### config.mk
export PLATFORM = sky130hd
export DESIGN_NAME = unidade_controle
export DESIGN_NICKNAME = d
export VERILOG_FILES = /design/src/rtl/unidade_controle.sv
export SDC_FILE = /design/constraint.sdc
export NUM_CORES = 1
export LEC_CHECK = 0
export BUFFER_PORTS_ARGS = -buffer_cell sky130_fd_sc_hd__buf_2
export CORE_MARGIN = 2
export CORE_UTILIZATION = 24
export CTS_CLUSTER_SIZE = 40
export DETAILED_ROUTE_END_ITERATION = 16
export GPL_ROUTABILITY_DRIVEN = 0
export HOLD_SLACK_MARGIN = 0.08
export PLACE_DENSITY_LB_ADDON = 0.15
export RECOVER_POWER = 50
export SYNTH_ARGS = -nofsm -noshare
export SYNTH_HDL_FRONTEND = slang
export SYNTH_SLANG_ARGS = --single-unit
### constraint.sdc
create_clock -name clock -period 4.6 [get_ports clock]
set_input_delay 0.92 -clock clock [delete_from_list [all_inputs] [get_ports clock]]
set_output_delay 0.92 -clock clock [all_outputs]
set_load 0.05 [all_outputs]
### src/rtl/unidade_controle.sv
`default_nettype none
// ============================================================================
// Module   : unidade_controle
// Purpose  : Control unit of the multicycle processor datapath. Fetches an
//            instruction word from din into an internal IR, steps it through
//            T0-T3 and decodes (tstep, IR) into the bus-multiplexer selector,
//            register/A/G load enables, ALU operation and done.
// Ports    : clock   - system clock, rising edge active
//            reset   - asynchronous active-high reset (returns to idle T0)
//            run     - start request, sampled only in T0
//            din     - instruction word, latched into IR at end of T0
//            mux_sel - bus selector: 0-7 Rn, 8 DIN, 9 G, 10 const 0, 11 const 1
//            r_in    - one-hot load enables for R0-R7
//            a_in    - load enable for ALU operand register A
//            g_in    - load enable for ALU result register G
//            ir_in   - IR load strobe (run while in T0)
//            alu_op  - 0 ADD, 1 SUB, 2 AND
//            done    - high in the last step of every instruction
//            tstep   - current step, for debug
// Revision : 1.0 - initial release
// ============================================================================
module unidade_controle #(
    parameter int DATA_WIDTH = 16
) (
    input  logic                  clock,
    input  logic                  reset,
    input  logic                  run,
    input  logic [DATA_WIDTH-1:0] din,
    output logic [3:0]            mux_sel,
    output logic [7:0]            r_in,
    output logic                  a_in,
    output logic                  g_in,
    output logic                  ir_in,
    output logic [1:0]            alu_op,
    output logic                  done,
    output logic [1:0]            tstep
);

    typedef enum logic [1:0] {
        T0 = 2'd0,
        T1 = 2'd1,
        T2 = 2'd2,
        T3 = 2'd3
    } step_t;

    // Bus selector codes shared with the multiplexer
    localparam logic [3:0] c_SEL_DIN  = 4'd8;
    localparam logic [3:0] c_SEL_G    = 4'd9;
    localparam logic [3:0] c_SEL_ZERO = 4'd10;
    localparam logic [3:0] c_SEL_ONE  = 4'd11;

    localparam logic [1:0] c_ALU_ADD = 2'd0;
    localparam logic [1:0] c_ALU_SUB = 2'd1;
    localparam logic [1:0] c_ALU_AND = 2'd2;

    localparam logic [3:0] c_OP_MV  = 4'd0;
    localparam logic [3:0] c_OP_MVI = 4'd1;
    localparam logic [3:0] c_OP_ADD = 4'd2;
    localparam logic [3:0] c_OP_SUB = 4'd3;
    localparam logic [3:0] c_OP_AND = 4'd4;
    localparam logic [3:0] c_OP_CLR = 4'd5;
    localparam logic [3:0] c_OP_INC = 4'd6;
    localparam logic [3:0] c_OP_DEC = 4'd7;

    step_t                 r_step;
    logic [DATA_WIDTH-1:0] r_ir;

    logic [3:0] w_opcode;
    logic [2:0] w_x;
    logic [2:0] w_y;
    logic [7:0] w_x_onehot;
    logic       w_unused_ir;

    assign w_opcode    = r_ir[15:12];
    assign w_x         = r_ir[11:9];
    assign w_y         = r_ir[8:6];
    assign w_x_onehot  = 8'd1 << w_x;
    // Low IR bits (and any bits above 15) carry no control information
    assign w_unused_ir = ^r_ir;

    // ------------------------------------------------------------------
    // Step sequencing and instruction fetch
    // ------------------------------------------------------------------
    always_ff @(posedge clock or posedge reset) begin
        if (reset) begin
            r_step <= T0;
            r_ir   <= '0;
        end else begin
            case (r_step)
                T0: begin
                    if (run) begin
                        r_ir   <= din;
                        r_step <= T1;
                    end
                end
                default: begin
                    if (done) r_step <= T0;
                    else      r_step <= step_t'(r_step + 2'd1);
                end
            endcase
        end
    end

    // ------------------------------------------------------------------
    // Output decode: purely a function of the registered step and IR, so
    // outputs only move after a clock edge (or an async reset).
    // ------------------------------------------------------------------
    always_comb begin
        mux_sel = c_SEL_ZERO;
        r_in    = 8'd0;
        a_in    = 1'b0;
        g_in    = 1'b0;
        alu_op  = c_ALU_ADD;
        done    = 1'b0;

        if (r_step != T0) begin
            case (w_opcode)
                c_OP_MV: begin
                    mux_sel = {1'b0, w_y};
                    r_in    = w_x_onehot;
                    done    = 1'b1;
                end
                c_OP_MVI: begin
                    mux_sel = c_SEL_DIN;
                    r_in    = w_x_onehot;
                    done    = 1'b1;
                end
                c_OP_CLR: begin
                    mux_sel = c_SEL_ZERO;
                    r_in    = w_x_onehot;
                    done    = 1'b1;
                end
                c_OP_ADD, c_OP_SUB, c_OP_AND, c_OP_INC, c_OP_DEC: begin
                    case (r_step)
                        T1: begin
                            mux_sel = {1'b0, w_x};
                            a_in    = 1'b1;
                        end
                        T2: begin
                            // inc/dec use constant 1 as the second operand
                            if (w_opcode == c_OP_INC || w_opcode == c_OP_DEC)
                                mux_sel = c_SEL_ONE;
                            else
                                mux_sel = {1'b0, w_y};
                            g_in = 1'b1;
                            if (w_opcode == c_OP_SUB || w_opcode == c_OP_DEC)
                                alu_op = c_ALU_SUB;
                            else if (w_opcode == c_OP_AND)
                                alu_op = c_ALU_AND;
                            else
                                alu_op = c_ALU_ADD;
                        end
                        default: begin
                            mux_sel = c_SEL_G;
                            r_in    = w_x_onehot;
                            done    = 1'b1;
                        end
                    endcase
                end
                default: begin
                    // Illegal opcode: two-cycle NOP
                    done = 1'b1;
                end
            endcase
        end
    end

    // Gated by reset so no strobe survives reset being applied
    assign ir_in = run & (r_step == T0) & ~reset;
    assign tstep = r_step;

endmodule
`default_nettype wire

==> summary.md <==
| Metric | Value |
|---|---|
| I/O pin count | 39 |
| Number of placement rows | 22 |
| Cell leakage power | 0.515 nW |
| Clock group share of total power | 12.0% |
| Element type at the critical path start | flop |
| Final HPWL DP | 1680 µm |
| Clock buffer count from CTS | 3 |
| Area of the core | 3660 µm² |
| Initial antenna violation count | 0 |
| Max Cap Viol | 0 |
| Main combinational cell family by area after synthesis | simple AND/OR/NAND/NOR gates |
| Total global routing overflow | 0 |
| Count of vias placed by the detailed router | 778 |
| Iteration count of the initial detailed-routing pass | 4 |
| Endpoints failing hold | 0 |
| Sum of buffers and inverters on the critical path | 2 |
| Detailed-route wire length | 2180 µm |
| Met2 Track Usage GR | 18.4% |
| Internal Pwr Total | 0.429 mW |
| Synthesized-area fraction occupied by ao, oa, aoi and oai cells | 15.0% |
| Critical path cell sequence | inv_1 > ha_1 > nor2_1 > nand3b_1 > o22ai_1 > buf_2 |
| Clock-pin slew on the worst setup and hold paths | 50 ps |
| Type of element capturing the critical path | primary output |
| Clk_skew | 2.03 ps |
| Fraction of the yosys area taken by sequential cells | 33.0% |
| PnR worst setup slack | 1560 ps |
| Area fraction in and, or, nand and nor cells after synthesis | 28.1% |
| Number of warnings issued by yosys | 0 |
| Arrival time of the worst setup path | 2120 ps |
| Largest voltage drop on the vdd net | 0.000247 V |
| Die Outline Area | 4300 µm² |
| Utilization after layout | 31.0% |
| Slew margin rel. | 66.2% |
| Top cell type's share of synthesized area | 33.0% |
| Top library cells by usage in the layout, fill and taps aside | 32 x sky130_fd_sc_hd__buf_2, 12 x sky130_fd_sc_hd__dfrtp_1, 10 x sky130_fd_sc_hd__mux2_2 |
| Number of standard cells after synthesis | 87 |
| Quantity of I/O buffers inserted on ports | 32 |
| H-tree depth reported by CTS | 1 |
| Share of the synthesized netlist area taken by xor and xnor gates | 0% |
| Cell taking the most area after synthesis | sky130_fd_sc_hd__dfrtp_1 |
| Worst slack after detailed placement | 1840 ps |
| Net Sw Power | 0.506 mW |
| Count of hold-fix buffers inserted at cts | 0 |
| Result of the run | finished clean |
| Dominant delay contributor by cell family on the critical path | simple AND/OR/NAND/NOR gates |
| Fraction of layout cells with a size suffix above 1 | 50.0% |
| Number of remaining DRC errors | 0 |
| Achievable clock frequency | 329 MHz |
| Post-layout minimum cycle time | 3040 ps |
| Number of antenna repair diodes | 0 |
| Setup repair after global routing missed its margin | no |
| Synthesis-to-layout area growth | 24.9% |
| Power Dens Cells | 824 nW/µm² |
| Starting density of the core | 24.8% |
| Post-Synth Adder-Cell Area | 4.13% |
| Syn_nets | 109 |
| Aggregate negative setup slack | 0 ps |
| Portion of the clock cycle consumed by the worst path in the final layout | 66.1% |
| Met3 layer usage reported by global route | 2.91% |
| DRC marker count from the first detailed-route iteration | 21 |
| Number of max-slew violations in the final report | 0 |
| Fill cell count | 392 |
| Average via count per standard cell | 4.74 |
| Post-synth cell types | 35 |
| FF+latch count, synth | 12 |
| Most frequent standard cell in the layout excluding fill and tap cells | sky130_fd_sc_hd__buf_2 |
| Pin count of the biggest net entering global routing | 13 |
| Worst min path class | reg -> reg |
| Worst Max-Slew Pin Slew | 502 ps |
| Net switching fraction of the power | 54.1% |
| Largest cells by area after synthesis | sky130_fd_sc_hd__dfrtp_1 33%, sky130_fd_sc_hd__mux2_2 12%, sky130_fd_sc_hd__nor4b_2 6.6% |
| Proportion of power drawn by flip-flops and latches | 26.8% |
| Synth Cell Area | 910 µm² |
| Clock tree from TritonCTS | done |
| Largest fanout on the critical path | 9 |
| Root Driver | sky130_fd_sc_hd__clkbuf_8 |
| Vertical die dimension | 65.6 µm |
| Clock tree buffer depth | 2 |
| CTS Sinks | 12 |
| Proportion of power drawn by combinational gates | 61.2% |
| Met1 GRT Util | 12.5% |
| Mean area per synthesized cell | 10.5 µm² |
| Insertion delay to the later sink of the worst-skew pair | 230 ps |
| Final antenna-violating net count | 0 |
| Final setup violation count | 0 |
| Vias in the first global route | 775 |
| Overall global routing resource usage | 10.8% |
| Global-route layer with the greatest usage | met2 |
| Portion of netlist area occupied by mux cells | 12.4% |
| Number of instances resized during post-cts repair | 0 |
| Width of the die | 65.6 µm |
| Post-layout nets | 139 |
| Kind of critical path | reg -> out |
| Slowest CP cell | sky130_fd_sc_hd__dfrtp_1 |
| Wire length per cell | 13.3 µm |
| Endpoint required time on the critical path | 3680 ps |
| Wire length of the first global-routing pass | 3590 µm |
| Delay of the slowest cell on the worst path | 420 ps |
| Post-CTS setup repair buffer count | 0 |
-- metal layers --
layer / share of wire (%) / up-vias
li1: - / 383
met1: 44 / 371
met2: 50 / 20
met3: 4.7 / 4
met4: 1.3 / 0
met5: 0 / -
-- path summary, 6_finish.rpt --
path / from / to / slack, ps / cells after the start
min in group asynchronous: reset / r_ir[11] / 700 / 2
max: tstep[0] / mux_sel[0] / 1560 / 6
max in group asynchronous: reset / tstep[0] / 3590 / 2
min: r_ir[7] / r_ir[7] / 540 / 1
max reg2reg: tstep[0] / r_ir[10] / 2890 / 4
min reg2reg: r_ir[7] / r_ir[7] / 540 / 1
-- final cells by class --
type	instances	area [µm²]	area share (%)
multi-input combinational	62	538	47.4
timing repair buffer	32	160	14.1
clock buffer	4	55.1	4.85
tap	48	60.1	5.29
inverter	6	22.5	1.98
sequential	12	300	26.4
-- per-stage QoR --
step | cells | power (mW) | cell area, µm² | hold slack [ps]
after floorplan | 87 | 0.732 | 910 | 494
after global placement | 160 | 0.820 | 1080 | 524
after detailed placement | 160 | 0.833 | 1080 | 528
after CTS | 164 | 0.951 | 1140 | 540
after global routing | 164 | 1.01 | 1140 | 555
final | 164 | 0.936 | 1140 | 543
-- power groups by stage --
stage | clock network (mW) | registers [mW] | logic, mW
after floorplan | 0 | 0.223 | 0.509
after global placement | 0 | 0.250 | 0.570
after detailed placement | 0 | 0.253 | 0.580
after CTS | 0.116 | 0.251 | 0.583
after global routing | 0.123 | 0.265 | 0.621
final | 0.112 | 0.251 | 0.572
-- registers in the layout, indices dropped and copies added, names as in the netlist --
name,count
r_ir,10
tstep,2
-- synth_stat cells --
cell type / number
sky130_fd_sc_hd__a21boi_4: 1
sky130_fd_sc_hd__a21oi_1: 3
sky130_fd_sc_hd__a221oi_1: 1
sky130_fd_sc_hd__a221oi_2: 1
sky130_fd_sc_hd__a22o_1: 1
sky130_fd_sc_hd__a32oi_1: 1
sky130_fd_sc_hd__and2b_1: 1
sky130_fd_sc_hd__and3_1: 2
sky130_fd_sc_hd__and4_1: 2
sky130_fd_sc_hd__and4b_1: 1
sky130_fd_sc_hd__buf_2: 3
sky130_fd_sc_hd__buf_6: 2
sky130_fd_sc_hd__clkbuf_1: 2
sky130_fd_sc_hd__dfrtp_1: 12
sky130_fd_sc_hd__ha_1: 3
sky130_fd_sc_hd__inv_1: 5
sky130_fd_sc_hd__inv_2: 1
sky130_fd_sc_hd__mux2_2: 10
sky130_fd_sc_hd__nand2_1: 4
sky130_fd_sc_hd__nand2b_1: 3
sky130_fd_sc_hd__nand3b_1: 2
sky130_fd_sc_hd__nor2_1: 4
sky130_fd_sc_hd__nor2b_1: 1
sky130_fd_sc_hd__nor3b_1: 2
sky130_fd_sc_hd__nor4_2: 4
sky130_fd_sc_hd__nor4b_2: 4
sky130_fd_sc_hd__o21ai_0: 2
sky130_fd_sc_hd__o21ai_1: 1
sky130_fd_sc_hd__o21ai_2: 1
sky130_fd_sc_hd__o221ai_1: 1
sky130_fd_sc_hd__o22ai_1: 2
sky130_fd_sc_hd__o31ai_1: 1
sky130_fd_sc_hd__o32ai_1: 1
sky130_fd_sc_hd__or2_1: 1
sky130_fd_sc_hd__or2_2: 1
-- cell families after synthesis --
| family | after synthesis |
|---|---|
| mux | 10 |
| compound gates | 17 |
| flops | 12 |
| simple gates | 32 |
| fa+ha+maj | 3 |
| buf+inv | 13 |
(Power assumes the default switching activity.)
